File: src/rtl/dma_pkg.sv
// Shared opcodes, mode encodings and default width for the DMA channel counter.
// Build option DMA_AUTO_REINIT_EN is consumed by dma_channel_counter.
package dma_pkg;

    localparam logic [2:0] CMD_NOP        = 3'b000;
    localparam logic [2:0] CMD_LOAD_ADDR  = 3'b001;
    localparam logic [2:0] CMD_LOAD_WC    = 3'b010;
    localparam logic [2:0] CMD_LOAD_CTRL  = 3'b011;
    localparam logic [2:0] CMD_REINIT     = 3'b100;
    localparam logic [2:0] CMD_COUNT      = 3'b101;
    localparam logic [2:0] CMD_CLEAR_DONE = 3'b110;

    typedef enum logic [1:0] {
        MODE_WC_DOWN  = 2'b00,
        MODE_WC_UP    = 2'b01,
        MODE_ADDR_CMP = 2'b10,
        MODE_FREE     = 2'b11
    } mode_e;

    localparam int DEFAULT_DATA_LENGTH = 8;

endpackage

File: src/rtl/dma_channel_counter_transfer_complete_detect.sv
// Lookahead transfer-complete comparator, evaluated on the next counter values
// of whichever channel is counting this cycle.
module transfer_complete_detect
    import dma_pkg::*;
#(
    parameter int DATA_LENGTH = DEFAULT_DATA_LENGTH
) (
    input  logic [DATA_LENGTH-1:0] next_addr,
    input  logic [DATA_LENGTH-1:0] next_wc,
    input  logic [DATA_LENGTH-1:0] wc_reg,
    input  mode_e                  mode,
    input  logic                   cinwc,
    output logic                   hit
);

    logic [DATA_LENGTH-1:0] next_wc_inc;

    always_comb begin
        next_wc_inc = next_wc + DATA_LENGTH'(1);
        hit         = 1'b0;
        case (mode)
            MODE_WC_DOWN:  hit = cinwc ? (next_wc == '0) : (next_wc == DATA_LENGTH'(1));
            MODE_WC_UP:    hit = cinwc ? (next_wc == wc_reg) : (next_wc_inc == wc_reg);
            MODE_ADDR_CMP: hit = (next_addr == wc_reg);
            default:       hit = 1'b0;
        endcase
    end

endmodule

File: src/rtl/dma_channel_counter.sv
// Multi-channel DMA address/word-count engine with sticky done and level irq.
// Define DMA_AUTO_REINIT_EN to reinitialise a channel the cycle after it completes.
module dma_channel_counter
    import dma_pkg::*;
#(
    parameter int DATA_LENGTH = DEFAULT_DATA_LENGTH,
    parameter int CHANNELS    = 4,
    localparam int CH_W       = (CHANNELS > 1) ? $clog2(CHANNELS) : 1
) (
    input  logic                   clk,
    input  logic                   rst_n,
    input  logic                   cmd_valid,
    output logic                   cmd_ready,
    input  logic [2:0]             cmd,
    input  logic [CH_W-1:0]        ch_sel,
    input  logic [DATA_LENGTH-1:0] data_in,
    input  logic                   cin_addr,
    input  logic                   cinwc,
    output logic [DATA_LENGTH-1:0] addr_out,
    output logic [DATA_LENGTH-1:0] wc_out,
    output logic [CHANNELS-1:0]    done,
    output logic [CHANNELS-1:0]    irq,
    input  logic [CHANNELS-1:0]    irq_ack
);

    logic [DATA_LENGTH-1:0] addr_reg_q [CHANNELS];
    logic [DATA_LENGTH-1:0] addr_reg_d [CHANNELS];
    logic [DATA_LENGTH-1:0] addr_cnt_q [CHANNELS];
    logic [DATA_LENGTH-1:0] addr_cnt_d [CHANNELS];
    logic [DATA_LENGTH-1:0] wc_reg_q   [CHANNELS];
    logic [DATA_LENGTH-1:0] wc_reg_d   [CHANNELS];
    logic [DATA_LENGTH-1:0] wc_cnt_q   [CHANNELS];
    logic [DATA_LENGTH-1:0] wc_cnt_d   [CHANNELS];
    mode_e                  mode_q     [CHANNELS];
    mode_e                  mode_d     [CHANNELS];
    logic [CHANNELS-1:0]    dir_q, dir_d;
    logic [CHANNELS-1:0]    done_q, done_d;
    logic [CHANNELS-1:0]    irq_q, irq_d;
    logic [CHANNELS-1:0]    rise;
    logic                   ready_q, ready_d;
`ifdef DMA_AUTO_REINIT_EN
    logic [CHANNELS-1:0]    reinit_q, reinit_d;
`endif

    logic                   sel_ok;
    logic [CH_W-1:0]        sel_idx;
    logic                   cmd_fire;
    logic [DATA_LENGTH-1:0] next_addr, next_wc;
    logic                   hit;

    assign sel_ok  = int'(ch_sel) < CHANNELS;
    assign sel_idx = sel_ok ? ch_sel : '0;

    assign addr_out  = sel_ok ? addr_cnt_q[sel_idx] : '0;
    assign wc_out    = sel_ok ? wc_cnt_q[sel_idx] : '0;
    assign done      = done_q;
    assign irq       = irq_q;
    assign cmd_ready = ready_q;

    always_comb begin
        next_addr = dir_q[sel_idx] ? addr_cnt_q[sel_idx] - DATA_LENGTH'(cin_addr)
                                   : addr_cnt_q[sel_idx] + DATA_LENGTH'(cin_addr);
        next_wc   = (mode_q[sel_idx] == MODE_WC_DOWN) ? wc_cnt_q[sel_idx] - DATA_LENGTH'(cinwc)
                                                      : wc_cnt_q[sel_idx] + DATA_LENGTH'(cinwc);
    end

    // One comparator serves all channels since only the addressed one can count.
    transfer_complete_detect #(
        .DATA_LENGTH (DATA_LENGTH)
    ) u_detect (
        .next_addr (next_addr),
        .next_wc   (next_wc),
        .wc_reg    (wc_reg_q[sel_idx]),
        .mode      (mode_q[sel_idx]),
        .cinwc     (cinwc),
        .hit       (hit)
    );

    always_comb begin
        addr_reg_d = addr_reg_q;
        addr_cnt_d = addr_cnt_q;
        wc_reg_d   = wc_reg_q;
        wc_cnt_d   = wc_cnt_q;
        mode_d     = mode_q;
        dir_d      = dir_q;
        done_d     = done_q;
        cmd_fire   = cmd_valid && ready_q && sel_ok;

        if (cmd_fire) begin
            case (cmd)
                CMD_LOAD_ADDR: begin
                    addr_reg_d[sel_idx] = data_in;
                    addr_cnt_d[sel_idx] = data_in;
                end
                CMD_LOAD_WC: begin
                    wc_reg_d[sel_idx] = data_in;
                    if (mode_q[sel_idx] == MODE_WC_DOWN)
                        wc_cnt_d[sel_idx] = data_in;
                    else if (mode_q[sel_idx] == MODE_WC_UP)
                        wc_cnt_d[sel_idx] = '0;
                end
                CMD_LOAD_CTRL: begin
                    mode_d[sel_idx] = mode_e'(data_in[1:0]);
                    dir_d[sel_idx]  = data_in[2];
                end
                CMD_REINIT: begin
                    addr_cnt_d[sel_idx] = addr_reg_q[sel_idx];
                    wc_cnt_d[sel_idx]   = (mode_q[sel_idx] == MODE_WC_DOWN) ? wc_reg_q[sel_idx] : '0;
                    done_d[sel_idx]     = 1'b0;
                end
                CMD_COUNT: begin
                    // A finished channel holds its counters unless it free-runs.
                    if (!done_q[sel_idx] || mode_q[sel_idx] == MODE_FREE) begin
                        addr_cnt_d[sel_idx] = next_addr;
                        wc_cnt_d[sel_idx]   = next_wc;
                        done_d[sel_idx]     = hit;
                    end
                end
                CMD_CLEAR_DONE: done_d[sel_idx] = 1'b0;
                default: ;
            endcase
        end

`ifdef DMA_AUTO_REINIT_EN
        for (int i = 0; i < CHANNELS; i++) begin
            if (reinit_q[i]) begin
                addr_cnt_d[i] = addr_reg_q[i];
                wc_cnt_d[i]   = (mode_q[i] == MODE_WC_DOWN) ? wc_reg_q[i] : '0;
                done_d[i]     = 1'b0;
            end
        end
`endif

        rise  = done_d & ~done_q;
        irq_d = rise | (irq_q & ~irq_ack);
`ifdef DMA_AUTO_REINIT_EN
        reinit_d = rise;
        ready_d  = ~|rise;
`else
        ready_d  = 1'b1;
`endif
    end

    always_ff @(posedge clk or negedge rst_n) begin
        if (!rst_n) begin
            for (int i = 0; i < CHANNELS; i++) begin
                addr_reg_q[i] <= '0;
                addr_cnt_q[i] <= '0;
                wc_reg_q[i]   <= '0;
                wc_cnt_q[i]   <= '0;
                mode_q[i]     <= MODE_WC_DOWN;
            end
            dir_q    <= '0;
            done_q   <= '0;
            irq_q    <= '0;
            ready_q  <= 1'b0;
`ifdef DMA_AUTO_REINIT_EN
            reinit_q <= '0;
`endif
        end else begin
            addr_reg_q <= addr_reg_d;
            addr_cnt_q <= addr_cnt_d;
            wc_reg_q   <= wc_reg_d;
            wc_cnt_q   <= wc_cnt_d;
            mode_q     <= mode_d;
            dir_q      <= dir_d;
            done_q     <= done_d;
            irq_q      <= irq_d;
            ready_q    <= ready_d;
`ifdef DMA_AUTO_REINIT_EN
            reinit_q   <= reinit_d;
`endif
        end
    end

endmodule

File: config.mk
export PLATFORM = sky130hd
export DESIGN_NAME = dma_channel_counter
export DESIGN_NICKNAME = d
export VERILOG_FILES = /design/src/rtl/dma_pkg.sv /design/src/rtl/dma_channel_counter_transfer_complete_detect.sv /design/src/rtl/dma_channel_counter.sv
export SDC_FILE = /design/constraint.sdc
export NUM_CORES = 1
export LEC_CHECK = 0
export BUFFER_PORTS_ARGS = -buffer_cell sky130_fd_sc_hd__buf_2
export CAP_MARGIN = 20
export CORE_MARGIN = 8
export CORE_UTILIZATION = 55
export DETAILED_ROUTE_END_ITERATION = 10
export GPL_TIMING_DRIVEN = 0
export HOLD_SLACK_MARGIN = 0.06
export PLACE_DENSITY = 0.73
export SYNTH_ARGS = -nofsm -noshare
export SYNTH_HDL_FRONTEND = slang
export SYNTH_HIERARCHICAL = 1
export SYNTH_SLANG_ARGS = --single-unit
File: constraint.sdc
create_clock -name clk -period 5.25 [get_ports clk]
set_input_delay 0.2625 -clock clk [delete_from_list [all_inputs] [get_ports clk]]
set_output_delay 0.2625 -clock clk [all_outputs]
set_load 0.005 [all_outputs]
Word level (Yosys, flattened, before mapping)
Index checks and enable logic that the tools add are counted.
{"block": "op_classes", "n_addsub": 5, "magnitude_cmp": 4, "n_eq_ne": 15, "n_mux": 51, "n_bitwise": 10, "reduce_logical": 15}
{"operator": "$bwmux W32", "n": 8}
{"operator": "$pmux W32 S3", "n": 2}
{"operator": "$mux W32", "n": 4}
{"operator": "$mux W8", "n": 12}
{"operator": "$bmux W8 S2", "n": 4}
{"operator": "$and A32 B32 Y32", "n": 1}
{"operator": "$not A32 Y32", "n": 1}
{"operator": "$eq A8 B8 Y1", "n": 3}
{"operator": "$add A8 B1 Y8", "n": 2}
{"operator": "$demux W8 S2", "n": 1}
{"operator": "$sub A8 B1 Y8", "n": 2}
{"operator": "$and A4 B4 Y4", "n": 3}
{"operator": "$not A4 Y4", "n": 3}
{"operator": "$eq A3 B3 Y1 const B", "n": 3}
{"operator": "$add A8 B1 Y8 const B", "n": 1}
{"operator": "$bwmux W4", "n": 2}
{"operator": "$bwmux W8", "n": 1}
{"operator": "$eq A8 B1 Y1 const B", "n": 1}
{"operator": "$logic_not A8 Y1", "n": 1}
{"operator": "$mux W4", "n": 2}
{"operator": "$pmux W4 S2", "n": 1}
{"operator": "$eq A3 B2 Y1 const B", "n": 2}
{"operator": "$mux W2", "n": 3}
{"operator": "$reduce_and A2 Y1", "n": 3}
{"operator": "other kinds (25)", "n": 34}
{"block": "totals", "register_bits": 149, "inputBits": 22, "output_inout_bits": 25}

Longest topological paths before layout
{"block": "depth", "word_depth": 16, "depth_mapped": 21, "mapped_depth_nobuf": 16}

Hierarchy
The synthesis kept the hierarchy.
{"mod": "dma_channel_counter", "instances": 1, "cells_each": 821, "area_per_inst_um2": 8430.6}
{"mod": "transfer_complete_detect", "instances": 1, "cells_each": 71, "area_per_inst_um2": 530.5}

Worst setup path before layout
Ideal clock, no wire load.
{"block": "synth_timing", "path_kind": "input to register", "startpoint": "input ch_sel[0]", "endpoint": "register irq_q[3], in the netlist irq[3]", "setup_ns": 0.101, "arrival_ns": 5.252, "required_time_ns": 5.149, "slack_ns": -0.103, "cell_stages": 20, "cell_sequence": "buf_6 > buf_2 > buf_2 > buf_1 > mux4_2 > inv_1 > ha_1 > fa_1 > nand2b_1 > nor4_1 > nor3_2 > xnor2_1 > nand2_1 > or3_1 > nand4_1 > nand4_1 > o41ai_2 > or4b_2 > clkbuf_1 > o32ai_1"}
{"block": "synth_via", "elab_chain_len": 16, "elab_cells_between_ends": 51}
{"item": "start, declared", "line_no": "dma_channel_counter.sv:15", "source": "input logic [CH_W-1:0] ch_sel,"}
{"item": "$not A2 Y3 (*)"}
{"item": "$bmux W8 S2 (*)"}
{"item": "$mux W8 (*) (2 in a row)"}
{"item": "via wc_out[0]", "line_no": "dma_channel_counter.sv:20", "source": "output logic [DATA_LENGTH-1:0] wc_out,"}
{"item": "$add A8 B1 Y8 or $sub A8 B1 Y8 (tied branches)", "line_no": "dma_channel_counter.sv:64, dma_channel_counter.sv:63"}
{"item": "$mux W8 (*)", "line_no": "dma_channel_counter.sv:63", "source": "next_wc = (mode_q[sel_idx] == MODE_WC_DOWN) ? wc_cnt_q[sel_idx] - DATA_LENGTH'(cinwc)"}
{"item": "via next_wc[4]", "line_no": "dma_channel_counter.sv:48", "source": "logic [DATA_LENGTH-1:0] next_addr, next_wc;"}
{"item": "$add A8 B1 Y8", "line_no": "dma_channel_counter_transfer_complete_detect.sv:19", "source": "next_wc_inc = next_wc + DATA_LENGTH'(1);"}
{"item": "[... 3 more ...]"}
{"item": "via hit", "line_no": "dma_channel_counter.sv:49", "source": "logic hit;"}
{"item": "$bwmux W4 (*)", "line_no": "dma_channel_counter.sv:116", "source": "done_d[sel_idx] = hit;"}
{"item": "$mux W4 (*)", "line_no": "dma_channel_counter.sv:113", "source": "if (!done_q[sel_idx] || mode_q[sel_idx] == MODE_FREE) begin"}
{"item": "$pmux W4 S2 (*)", "line_no": "dma_channel_counter.sv:90", "source": "case (cmd)"}
{"item": "$mux W4 (*)", "line_no": "dma_channel_counter.sv:89", "source": "if (cmd_fire) begin"}
{"item": "$and A4 B4 Y4 (*)", "line_no": "dma_channel_counter.sv:134", "source": "rise = done_d & ~done_q;"}
{"item": "$or A4 B4 Y4 (*)", "line_no": "dma_channel_counter.sv:135", "source": "irq_d = rise | (irq_q & ~irq_ack);"}
{"item": "via irq_d[3]", "line_no": "dma_channel_counter.sv:38", "source": "logic [CHANNELS-1:0] irq_q, irq_d;"}
{"item": "end signal, assigned", "line_no": "dma_channel_counter.sv:168", "source": "irq_q <= irq_d;"}
{"item": "end, declared", "line_no": "dma_channel_counter.sv:38"}
Mark *: on every way through the listed nets, which the timed path passes. The rest lies on a longest branch. The select of a mux whose other input is x is not followed.
A chain may end at the register's enable or synchronous reset.

Worst setup path in the final report
{"block": "layout_timing", "startpoint": "register mode_q[5] (netlist bit)", "endpoint": "register irq_q[0], in the netlist irq[0]"}
{"block": "layout_via", "elab_chain_len": 15, "elab_cells_between_ends": 23}
{"item": "start, declared", "line_no": "dma_channel_counter.sv:34", "source": "mode_e mode_q [CHANNELS];"}
{"item": "start signal, assigned", "line_no": "dma_channel_counter.sv:165", "source": "mode_q <= mode_d;"}
{"item": "$bmux W2 S2 (*)", "line_no": "dma_channel_counter.sv:63"}
{"item": "$mux W2 (implied by the code) (*) (2 in a row)", "line_no": "dma_channel_counter.sv:63"}
{"item": "$logic_not A2 Y1 (*)", "line_no": "dma_channel_counter.sv:63"}
{"item": "$mux W8 (*)", "line_no": "dma_channel_counter.sv:63"}
{"item": "via next_wc[6]", "line_no": "dma_channel_counter.sv:48"}
{"item": "$add A8 B1 Y8", "line_no": "dma_channel_counter_transfer_complete_detect.sv:19"}
{"item": "$eq A8 B8 Y1", "line_no": "dma_channel_counter_transfer_complete_detect.sv:23", "source": "MODE_WC_UP: hit = cinwc ? (next_wc == wc_reg) : (next_wc_inc == wc_reg);"}
{"item": "$mux W1", "line_no": "dma_channel_counter_transfer_complete_detect.sv:23"}
{"item": "$pmux W1 S3 (*)", "line_no": "dma_channel_counter_transfer_complete_detect.sv:21", "source": "case (mode)"}
{"item": "via hit", "line_no": "dma_channel_counter.sv:49"}
{"item": "$bwmux W4 (*)", "line_no": "dma_channel_counter.sv:116"}
{"item": "$mux W4 (*)", "line_no": "dma_channel_counter.sv:113"}
{"item": "$pmux W4 S2 (*)", "line_no": "dma_channel_counter.sv:90"}
{"item": "$mux W4 (*)", "line_no": "dma_channel_counter.sv:89"}
{"item": "$and A4 B4 Y4 (*)", "line_no": "dma_channel_counter.sv:134"}
{"item": "$or A4 B4 Y4 (*)", "line_no": "dma_channel_counter.sv:135"}
{"item": "via irq_d[0]", "line_no": "dma_channel_counter.sv:38"}
Marks and branches as above.

==> reports/metrics.csv <==
metric,value,unit
synth-adder-area-share,3.24,%
hold_depth,2,
async_flop_share,100,%
mappedNetlistArea,8960,µm²
ff_latch_area,3730,µm²
grt_max_degree,101,
startpoint,mode_q[5],
irDropWorstVdd,0.000289,V
hp-class,in2reg,
outcome,completed,
avgViaCountPerCell,6.55,
die_w,144,µm
ys.warnings.count,6,
ys_seq_area_share,41.6,%
cts_root_buf,clkbuf_16,
antenna_cells,0,
skew,12.9,ps
final_core_util,64.6,%
crit_type,reg2reg,
nets,1005,
synth-edff-count,0,
syn_nets,936,
synthSimpleGateAreaFrac,11.5,%
finalCritPeriodShare,95.2,%
multi_input_area,4940,µm²
first_pass_iters,6,
first_iter_violations,1155,
dieHeight,144,µm
synth_area_leaders,"dfrtp_1 42%, mux2_2 9.6%, mux4_2 6.0%",
rsz0062_at_grt,false,
yosysTopAreaCellShare,41.6,%
final_common_cell,dfrtp_1,
worstHoldStart,data_in[1],
start_kind,flip-flop,
critPathMaxFanout,11,
n_fill_cell,1324,
use_met3,6.24,%
grt.met2_usage,41.8,%
period_minus_slack,5000,ps
h-tree-depth,4,
cts_sinks,149,
report.final.setup_viol,0,
grt.total_usage,27.2,%
r2r_start,mode_q[5],
cts.reportedPaths.clkPinSlew,60,ps
remaining_drc_errors,0,
synth_xor_area_share,2.92,%
ys.flop_type,dfrtp_1,
synth-compound-area-share,19.1,%
io_buffers,42,
synth_top_family_by_area,compound AO/OA/AOI/OAI gates,
finalHoldViolCount,0,
grt_busiest_layer,met2,
cts_buffer_depth,2,
routedWlPerCell,23.2,µm
synth-seq-cells,149,
gr-total-overflow,0,
start_util,56.4,%
grt_pass1_wl,42300,µm
p_per_area,426,nW/µm²
globalplace.congestion,0.992,
total_leakage_power,4.49,nW
die_area,20600,µm²
cts_made_buffers,17,
use_met1,35.3,%
antenna_found_initial,0,
final_max_slew_viol_count,0,
grt_pass1_vias,7605,
clk_latency,440,ps
ios,47,
rows,46,
syn_avg_cell_area,10.0,µm²
dpl.hpwl,19400,µm
maxCapViolations,0,
core_area,15900,µm²
postRouteAntennaNets,0,
synthCells,892,
p_total,4.37,mW
routed_wl,27600,µm
yosysUniqueCellTypes,73,
max-slew-margin-rel,40.5,%
synth_top_area_cell,dfrtp_1,
synthMuxAreaShare,17.3,%
final_cell_mix,"149 x dfrtp_1, 114 x nand2_1, 85 x o21ai_0",
vias,7791,
crit_arrival,5330,ps
r2r_cells,15,
drive_above_1_share,21.9,%
fmax,200,MHz
crit_required,5580,ps
end_kind,flip-flop,
syn_to_final_growth,14.6,%
cts_tree,built,
tightestPinTransition,889,ps
==> registers in the layout, summed over array words and instances (netlist names) <==
| name | count |
|---|---|
| addr_cnt_q | 32 |
| addr_reg_q | 32 |
| wc_cnt_q | 32 |
| wc_reg_q | 32 |
| mode_q | 8 |
| dir_q | 4 |
| done | 4 |
| irq | 4 |
| cmd_ready | 1 |
==> worst paths after layout <==
check                                end  slack (ps)
setup / recovery                  irq[0]         250
hold / removal             addr_reg_q[1]         230
setup reg to reg                  irq[0]         250
hold reg to reg              wc_cnt_q[1]         480
max in group asynchronous   wc_cnt_q[18]        4050
min in group asynchronous    wc_reg_q[9]         340
==> worst max-delay path, cell delays in order (launching register included) <==
cell      delay (ps)
dfrtp_1          420
mux4_1           500
buf_2            250
o21ai_4          200
inv_1             70
fa_1             410
nand2b_1         230
o31ai_2          270
nor3_4            90
o311a_4          440
or3_1            380
a31oi_1          190
xor2_1           100
o41ai_2          450
or4b_4           580
o32ai_2          300
==> through the flow <==
step                      cells  setup TNS, ps  setup WS, ps  hold slack, ps  instance area [µm²]
after detailed placement   1151          -9600         -1300             239                 9480
after global routing       1190              0          57.8             226                10300
final                      1190              0           253             233                10300
after floorplan             892              0           139           -33.1                 8960
after CTS                  1190              0          37.8             212                10200
after global placement     1150          -8750         -1190             443                 9440
==> report_power, final <==
group	internal [mW]	leakage (nW)	switching, mW
Sequential	1.36	1.93	0.142
Clock	0.737	0.288	0.526
Combinational	0.676	2.27	0.938
==> cell families after synthesis <==
kind of cell | Yosys count
compound gates | 264
simple gates | 224
flops | 149
mux | 109
buf+inv | 94
xor+xnor | 29
fa+ha+maj | 22
other cells | 1
==> repair_timing <==
item	4_1_cts	5_1_grt
resized for setup	10	12
endpoints found under the hold margin	53	0
pin swaps	3	2
endpoints found under the setup margin	8	8
buffers inserted	3	2
hold buffers	5	0
==> cell usage after synthesis, types with 10 or more instances <==
master	instances
clkbuf_1	47
nor2_1	44
dfrtp_1	149
a21oi_1	58
a31oi_1	25
inv_1	32
ha_1	20
xnor2_1	17
xor2_1	11
mux2_2	76
o31ai_1	21
o21ai_0	85
mux4_2	24
nor2b_1	11
nand2_1	114
nand3_1	10
==> final cells by class <==
type,count,share of cell area (%)
sequential,149,36.3
inverter,32,1.17
tap,216,2.63
clock inverter,11,1.38
multi-input combinational,649,48.1
timing repair buffer,53,3.23
clock buffer,21,4.48
buffer,59,2.64
==> routing by layer <==
metal / vias to the layer above / wire, µm
li1: 3425 / -
met1: 3846 / 11200
met2: 443 / 12600
met3: 77 / 2610
met4: 0 / 1180
met5: - / 0
Note: power is estimated with default switching activity, not from simulation.
